--- src/rtl/sdr_pkg.sv ---
// Shared definitions for the SDR transmit path: framer FSM states,
// BPSK mapper symbol codes and the default frame sync word.
package sdr_pkg;

   typedef enum logic [1:0] {
      ST_IDLE,
      ST_PREAMBLE,
      ST_SYNC,
      ST_PAYLOAD
   } state_t;

   localparam logic [3:0]  BIT0_CODE         = 4'b0000;
   localparam logic [3:0]  BIT1_CODE         = 4'b0001;
   localparam logic [15:0] DEFAULT_SYNC_WORD = 16'hF0A5;

endpackage

--- src/rtl/byte_serializer.sv ---
// Payload byte path: one-byte holding register feeding an 8-bit MSB-first
// shift register, with the bit count tracked alongside the data.
module byte_serializer (
   input  logic       clk,
   input  logic       rst,
   input  logic       clear,
   input  logic       accept_en,
   input  logic [7:0] data_in,
   input  logic       data_valid,
   input  logic       shift,
   output logic       data_ready,
   output logic       bit_avail,
   output logic       cur_bit,
   output logic       last_bit
);

   logic [7:0] shift_reg;
   logic [7:0] hold_reg;
   logic [3:0] shift_cnt;
   logic       hold_full;

   logic       use_hold;
   logic [7:0] eff_reg;
   logic [3:0] eff_cnt;
   logic       do_shift;
   logic       reload;
   logic       transfer;

   // An empty shift register sees through to a full holding register, so a
   // symbol strobe never waits a cycle for the load.
   assign use_hold   = (shift_cnt == 4'd0) && hold_full;
   assign eff_reg    = use_hold ? hold_reg : shift_reg;
   assign eff_cnt    = use_hold ? 4'd8 : shift_cnt;

   assign bit_avail  = (eff_cnt != 4'd0);
   assign cur_bit    = eff_reg[7];
   assign last_bit   = (eff_cnt == 4'd1);

   assign do_shift   = shift && bit_avail;
   assign reload     = use_hold || (do_shift && last_bit && hold_full);
   assign data_ready = accept_en && !hold_full;
   assign transfer   = data_ready && data_valid;

   // NOTE: the holding register is reset like any control state so a frame
   // aborted by reset can never leak a stale byte into the next one.
   always_ff @(posedge clk or posedge rst) begin
      if (rst) begin
         shift_reg <= 8'h00;
         hold_reg  <= 8'h00;
         shift_cnt <= 4'd0;
         hold_full <= 1'b0;
      end else if (clear) begin
         shift_reg <= 8'h00;
         hold_reg  <= 8'h00;
         shift_cnt <= 4'd0;
         hold_full <= 1'b0;
      end else begin
         if (do_shift && last_bit && hold_full) begin
            shift_reg <= hold_reg;
            shift_cnt <= 4'd8;
         end else if (do_shift) begin
            shift_reg <= {eff_reg[6:0], 1'b0};
            shift_cnt <= eff_cnt - 4'd1;
         end else if (use_hold) begin
            shift_reg <= hold_reg;
            shift_cnt <= 4'd8;
         end
         if (transfer) begin
            hold_reg <= data_in;
         end
         hold_full <= (hold_full && !reload) || transfer;
      end
   end

endmodule

--- src/rtl/bpsk_framer.sv ---
// BPSK frame generator: alternating preamble, MSB-first sync word, then
// payload_len bytes, one registered bit per symbol strobe.
module bpsk_framer
   import sdr_pkg::*;
#(
   parameter int          PREAMBLE_LEN = 16,
   parameter logic [15:0] SYNC_WORD    = DEFAULT_SYNC_WORD
) (
   input  logic       clk,
   input  logic       rst,
   input  logic       sym_en,
   input  logic       start,
   input  logic [7:0] payload_len,
   input  logic [7:0] data_in,
   input  logic       data_valid,
   output logic       data_ready,
   output logic [3:0] bit_out,
   output logic       bit_valid,
   output logic       busy,
   output logic       done,
   output logic       underrun
);

   localparam logic [6:0] PRE_LAST = 7'(PREAMBLE_LEN - 1);

   state_t     state, state_d;
   logic [6:0] bit_cnt;
   logic [7:0] len_q;
   logic [7:0] bytes_acc;
   logic [7:0] bytes_done;
   logic [3:0] sync_idx;

   logic emit, emit_one, frame_done, underrun_set;
   logic ser_shift, accept_start, cnt_clr, cnt_inc;
   logic ser_avail, ser_bit, ser_last, transfer;

   assign busy     = (state != ST_IDLE);
   assign sync_idx = 4'd15 - bit_cnt[3:0];
   assign transfer = data_valid && data_ready;

   byte_serializer u_ser (
      .clk        (clk),
      .rst        (rst),
      .clear      (accept_start),
      .accept_en  (busy && (bytes_acc < len_q)),
      .data_in    (data_in),
      .data_valid (data_valid),
      .shift      (ser_shift),
      .data_ready (data_ready),
      .bit_avail  (ser_avail),
      .cur_bit    (ser_bit),
      .last_bit   (ser_last)
   );

   // NOTE: every combinational output gets a default before the case, so no
   // path through the decode can infer a latch.
   always_comb begin
      state_d      = state;
      emit         = 1'b0;
      emit_one     = 1'b0;
      frame_done   = 1'b0;
      underrun_set = 1'b0;
      ser_shift    = 1'b0;
      accept_start = 1'b0;
      cnt_clr      = 1'b0;
      cnt_inc      = 1'b0;
      unique case (state)
         ST_IDLE: begin
            if (start) begin
               state_d      = ST_PREAMBLE;
               accept_start = 1'b1;
            end
         end
         ST_PREAMBLE: begin
            if (sym_en) begin
               emit     = 1'b1;
               emit_one = ~bit_cnt[0];
               if (bit_cnt == PRE_LAST) begin
                  state_d = ST_SYNC;
                  cnt_clr = 1'b1;
               end else begin
                  cnt_inc = 1'b1;
               end
            end
         end
         ST_SYNC: begin
            if (sym_en) begin
               emit     = 1'b1;
               emit_one = SYNC_WORD[sync_idx];
               if (bit_cnt == 7'd15) begin
                  cnt_clr = 1'b1;
                  if (len_q == 8'd0) begin
                     state_d    = ST_IDLE;
                     frame_done = 1'b1;
                  end else begin
                     state_d = ST_PAYLOAD;
                  end
               end else begin
                  cnt_inc = 1'b1;
               end
            end
         end
         ST_PAYLOAD: begin
            if (sym_en) begin
               if (ser_avail) begin
                  emit      = 1'b1;
                  emit_one  = ser_bit;
                  ser_shift = 1'b1;
                  if (ser_last && (bytes_done == len_q - 8'd1)) begin
                     state_d    = ST_IDLE;
                     frame_done = 1'b1;
                  end
               end else begin
                  // Nothing to send: abort without a done pulse.
                  underrun_set = 1'b1;
                  state_d      = ST_IDLE;
               end
            end
         end
         default: state_d = ST_IDLE;
      endcase
   end

   // NOTE: all state below uses non-blocking assignments so every register
   // samples pre-edge values regardless of process ordering.
   always_ff @(posedge clk or posedge rst) begin
      if (rst) begin
         state      <= ST_IDLE;
         bit_cnt    <= 7'd0;
         len_q      <= 8'd0;
         bytes_acc  <= 8'd0;
         bytes_done <= 8'd0;
         bit_out    <= BIT0_CODE;
         bit_valid  <= 1'b0;
         done       <= 1'b0;
         underrun   <= 1'b0;
      end else begin
         state     <= state_d;
         bit_valid <= emit;
         bit_out   <= (emit && emit_one) ? BIT1_CODE : BIT0_CODE;
         done      <= frame_done;
         if (accept_start) begin
            len_q      <= payload_len;
            bytes_acc  <= 8'd0;
            bytes_done <= 8'd0;
            bit_cnt    <= 7'd0;
            underrun   <= 1'b0;
         end else begin
            if (underrun_set) underrun <= 1'b1;
            if (cnt_clr) begin
               bit_cnt <= 7'd0;
            end else if (cnt_inc) begin
               bit_cnt <= bit_cnt + 7'd1;
            end
            if (transfer) bytes_acc <= bytes_acc + 8'd1;
            if (ser_shift && ser_last) bytes_done <= bytes_done + 8'd1;
         end
      end
   end

endmodule

--- config.mk ---
export PLATFORM = sky130hd
export DESIGN_NAME = bpsk_framer
export DESIGN_NICKNAME = d
export VERILOG_FILES = /design/src/rtl/sdr_pkg.sv /design/src/rtl/byte_serializer.sv /design/src/rtl/bpsk_framer.sv
export SDC_FILE = /design/constraint.sdc
export NUM_CORES = 1
export LEC_CHECK = 0
export CAP_MARGIN = 20
export CELL_PAD_IN_SITES_DETAIL_PLACEMENT = 0
export CELL_PAD_IN_SITES_GLOBAL_PLACEMENT = 1
export CORE_MARGIN = 5
export CORE_UTILIZATION = 45
export CTS_CLUSTER_DIAMETER = 100
export DETAILED_ROUTE_END_ITERATION = 10
export PLACE_DENSITY = 0.81
export SYNTH_ARGS = -nofsm -noshare
export SYNTH_HDL_FRONTEND = slang
export SYNTH_HIERARCHICAL = 1
export SYNTH_SLANG_ARGS = --single-unit
--- constraint.sdc ---
create_clock -name clk -period 3.55 [get_ports clk]
set_input_delay 0.5325 -clock clk [delete_from_list [all_inputs] [get_ports clk]]
set_output_delay 0.5325 -clock clk [all_outputs]
set_load 0.01 [all_outputs]
==> results_dict.tcl, run 1 <==
set metrics [dict create \
    run_status "finished clean" \
    port_buffers 26 \
    clk_latency_ns 0.35 \
    yosysSeqAreaShare_pct 39.9 \
    rows 32 \
    drc_errors 0 \
    start_util_pct 46.5 \
    hold_depth 2 \
    htree_levels 3 \
    via_count 2804 \
    cp_data_required_time_ns 3.02 \
    hp-class "reg2reg" \
    start_kind "register" \
    async_flop_share_pct 100 \
    worst-setup-path-type "reg2out" \
    grt_first_pass_wirelength_um 13500 \
    mostFrequentLayoutCells "dfrtp_1, nor2_1, nand2_1, clkdlybuf4s50_1, inv_1" \
    regToRegSetupSlack_ns 0.70 \
    cts_hold_buf 0 \
    wl_per_cell_um 15.0 \
    die_h_um 99.9 \
    fin_skew_ns 0.0119 \
    cts_sinks 58 \
    area_delta_synth_final_pct 12.5 \
    yosys_register_bits 58 \
    drive_gt1_share_pct 9.93 \
    wl_met2_um 3590 \
    dr.pass1.iters 4 \
    ys_types 65 \
    post_cts_buffers 0 \
    power.total_mw 3.11 \
    fin_crit_sh_pct 91.1 \
    drt_iter0_drc 94 \
    min_period_ns 3.24 \
    detailed_place_hpwl_um 5350 \
    wl_um 7700 \
    yosys_warnings 6 \
    routed_via_density 5.44 \
    power_density_nw_per_um2 762 \
    fin_cells 515 \
    stdcell_area_um2 4090 \
    dr_wl_met3_um 278 \
    max-cap-violations 0 \
    wl_met1_um 3700 \
    io_pins 30 \
    synth_area_leaders "dfrtp_1, ha_1, nor2_1, xnor2_1, nand2_1" \
    die_w_um 99.9 \
    drt.antenna.violating_nets 0 \
    syn_area_um2 3630 \
    synth_ff_type "dfrtp_1" \
    setup_viol 0 \
    cts_buffers 9 \
    arrival_ns 2.70 \
    cts_resized 0 \
    synthCells 389 \
    postSynthAreaPerCell_um2 9.34 \
    core_area_um2 7810 \
    gp_congestion 0.847 \
    hold_violations 0 \
    rsz0062_at_grt "no" \
    clkTransAtPathRegs_ns 0.06 \
    clk_path_buf_depth 2 \
    clockRootBuffer "clkbuf_8" \
    nets 449 \
    fin_setup_tns_ns 0 \
    slew_headroom_pct 37.3 \
    cts_tree "yes" \
    grt_pass1_vias 2786 \
    worstMarginPinSlew_ns 0.941 \
    dpl-instance-area_um2 3900 \
    overflow 0 \
    synth_edf_count 0 \
    slew_violations 0 \
    p_leak_nw 1.81 \
    dp_cells 500 \
    path_max_fanout 4 \
    synth_top_cell_by_area "dfrtp_1" \
    top_layer "met4" \
    grt_max_degree 47 \
    max_freq_ghz 0.309 \
    end_kind "primary output" \
    final_common_cell "dfrtp_1" \
    r2r_cells 13 \
    antenna_found_initial 0 \
    antenna_cells 0 \
    grt_usage_pct 16.9 \
    fp.dieArea_um2 9970 \
    synth_top_area_share_pct 39.9 \
    irDropWorstVdd_v 0.000356 \
]
[cells in the mapped netlist, drive strengths merged, types with 2 or more instances]
cell	number
clkbuf	10
nor2b	2
buf	13
mux2i	3
and2	4
and3	3
ha	19
nor2	41
inv	23
nand4	6
o22a	2
o21a	2
a221oi	2
dfrtp	58
xnor2	16
a21o	2
o211ai	2
nand3	22
a211o	5
a211oi	5
nand3b	7
or4	3
nor3b	3
or2	2
nor4	3
nor3	7
nor4b	2
a21oi	19
mux2	8
a31oi	4
or3	4
o21ai	18
xor2	14
nand2	38
o41ai	6
[per-layer routing]
| layer | global-route usage, % | vias to the layer above |
|---|---|---|
| met5 | 0 | - |
| met4 | 6.83 | 0 |
| met3 | 3.27 | 11 |
| met2 | 25.7 | 54 |
| met1 | 23.6 | 1352 |
| li1 | - | 1387 |
[worst max-delay path, cell delays in order (launching register included)]
cell             delay [ns]
dfrtp_1                0.38
inv_1                  0.09
ha_1                   0.30
a21o_1                 0.15
a21o_1                 0.17
a211oi_1               0.22
o21bai_1               0.12
a31oi_1                0.17
nor2b_1                0.20
clkdlybuf4s50_1        0.57
[final timing paths]
kind / from / to
hold / removal: underrun / underrun
setup / recovery: len_q[1] / data_ready
hold reg to reg: underrun / underrun
min in group asynchronous: rst / bit_cnt[3]
setup reg to reg: len_q[1] / bytes_acc[4]
max in group asynchronous: rst / u_ser/hold_reg[1]
[through the flow]
step / setup WS [ns] / util, % / hold slack, ns
global route: 0.0538 / 52.3 / 0.575
CTS: 0.266 / 52.3 / 0.509
floorplan: 0.954 / - / 0.509
finish: 0.314 / 52.3 / 0.506
global placement: 0.695 / 49.9 / 0.492
detailed placement: 0.636 / 49.9 / 0.495
[cells by family (layout without fill, tap and decap cells)]
| family | count (synthesis) | count (layout) | synth area share (%) |
|---|---|---|---|
| AOI/OAI and AO/OA | 72 | 72 | 13.7 |
| xor gates and xnor gates | 30 | 30 | 7.23 |
| adders and majority gates | 19 | 19 | 6.54 |
| buffers and inverters | 46 | 68 | 6.82 |
| DFF | 58 | 58 | 39.9 |
| muxes | 11 | 11 | 3.62 |
| other | 1 | 3 | 0.103 |
| and+or+nand+nor | 152 | 152 | 22.0 |
[area by class of cell]
type | instances | area [um2]
Clock inverter | 2 | 10.0
Multi-Input combinational cell | 287 | 1940
Sequential cell | 58 | 1450
Fill cell | 758 | 3720
Clock buffer | 13 | 179
Inverter | 23 | 86.3
Timing Repair Buffer | 30 | 290
Tap cell | 102 | 128
[where the power goes]
group	internal, mW	switching [mW]
Combinational	0.647	0.779
Sequential	0.873	0.224
Clock	0.324	0.268
Total	1.84	1.27
No activity file was read; power rests on OpenSTA's default activity.
==> run 2, diff against run 1 <==
--- a/config.mk
+++ b/config.mk
@@ -5,6 +5,7 @@
 export SDC_FILE = /design/constraint.sdc
 export NUM_CORES = 1
 export LEC_CHECK = 0
+export ABC_AREA = 0
 export CAP_MARGIN = 20
 export CELL_PAD_IN_SITES_DETAIL_PLACEMENT = 0
 export CELL_PAD_IN_SITES_GLOBAL_PLACEMENT = 1
==> results of run 2 <==
No change in the layout: final DEF, timing and power equal those of run 1.
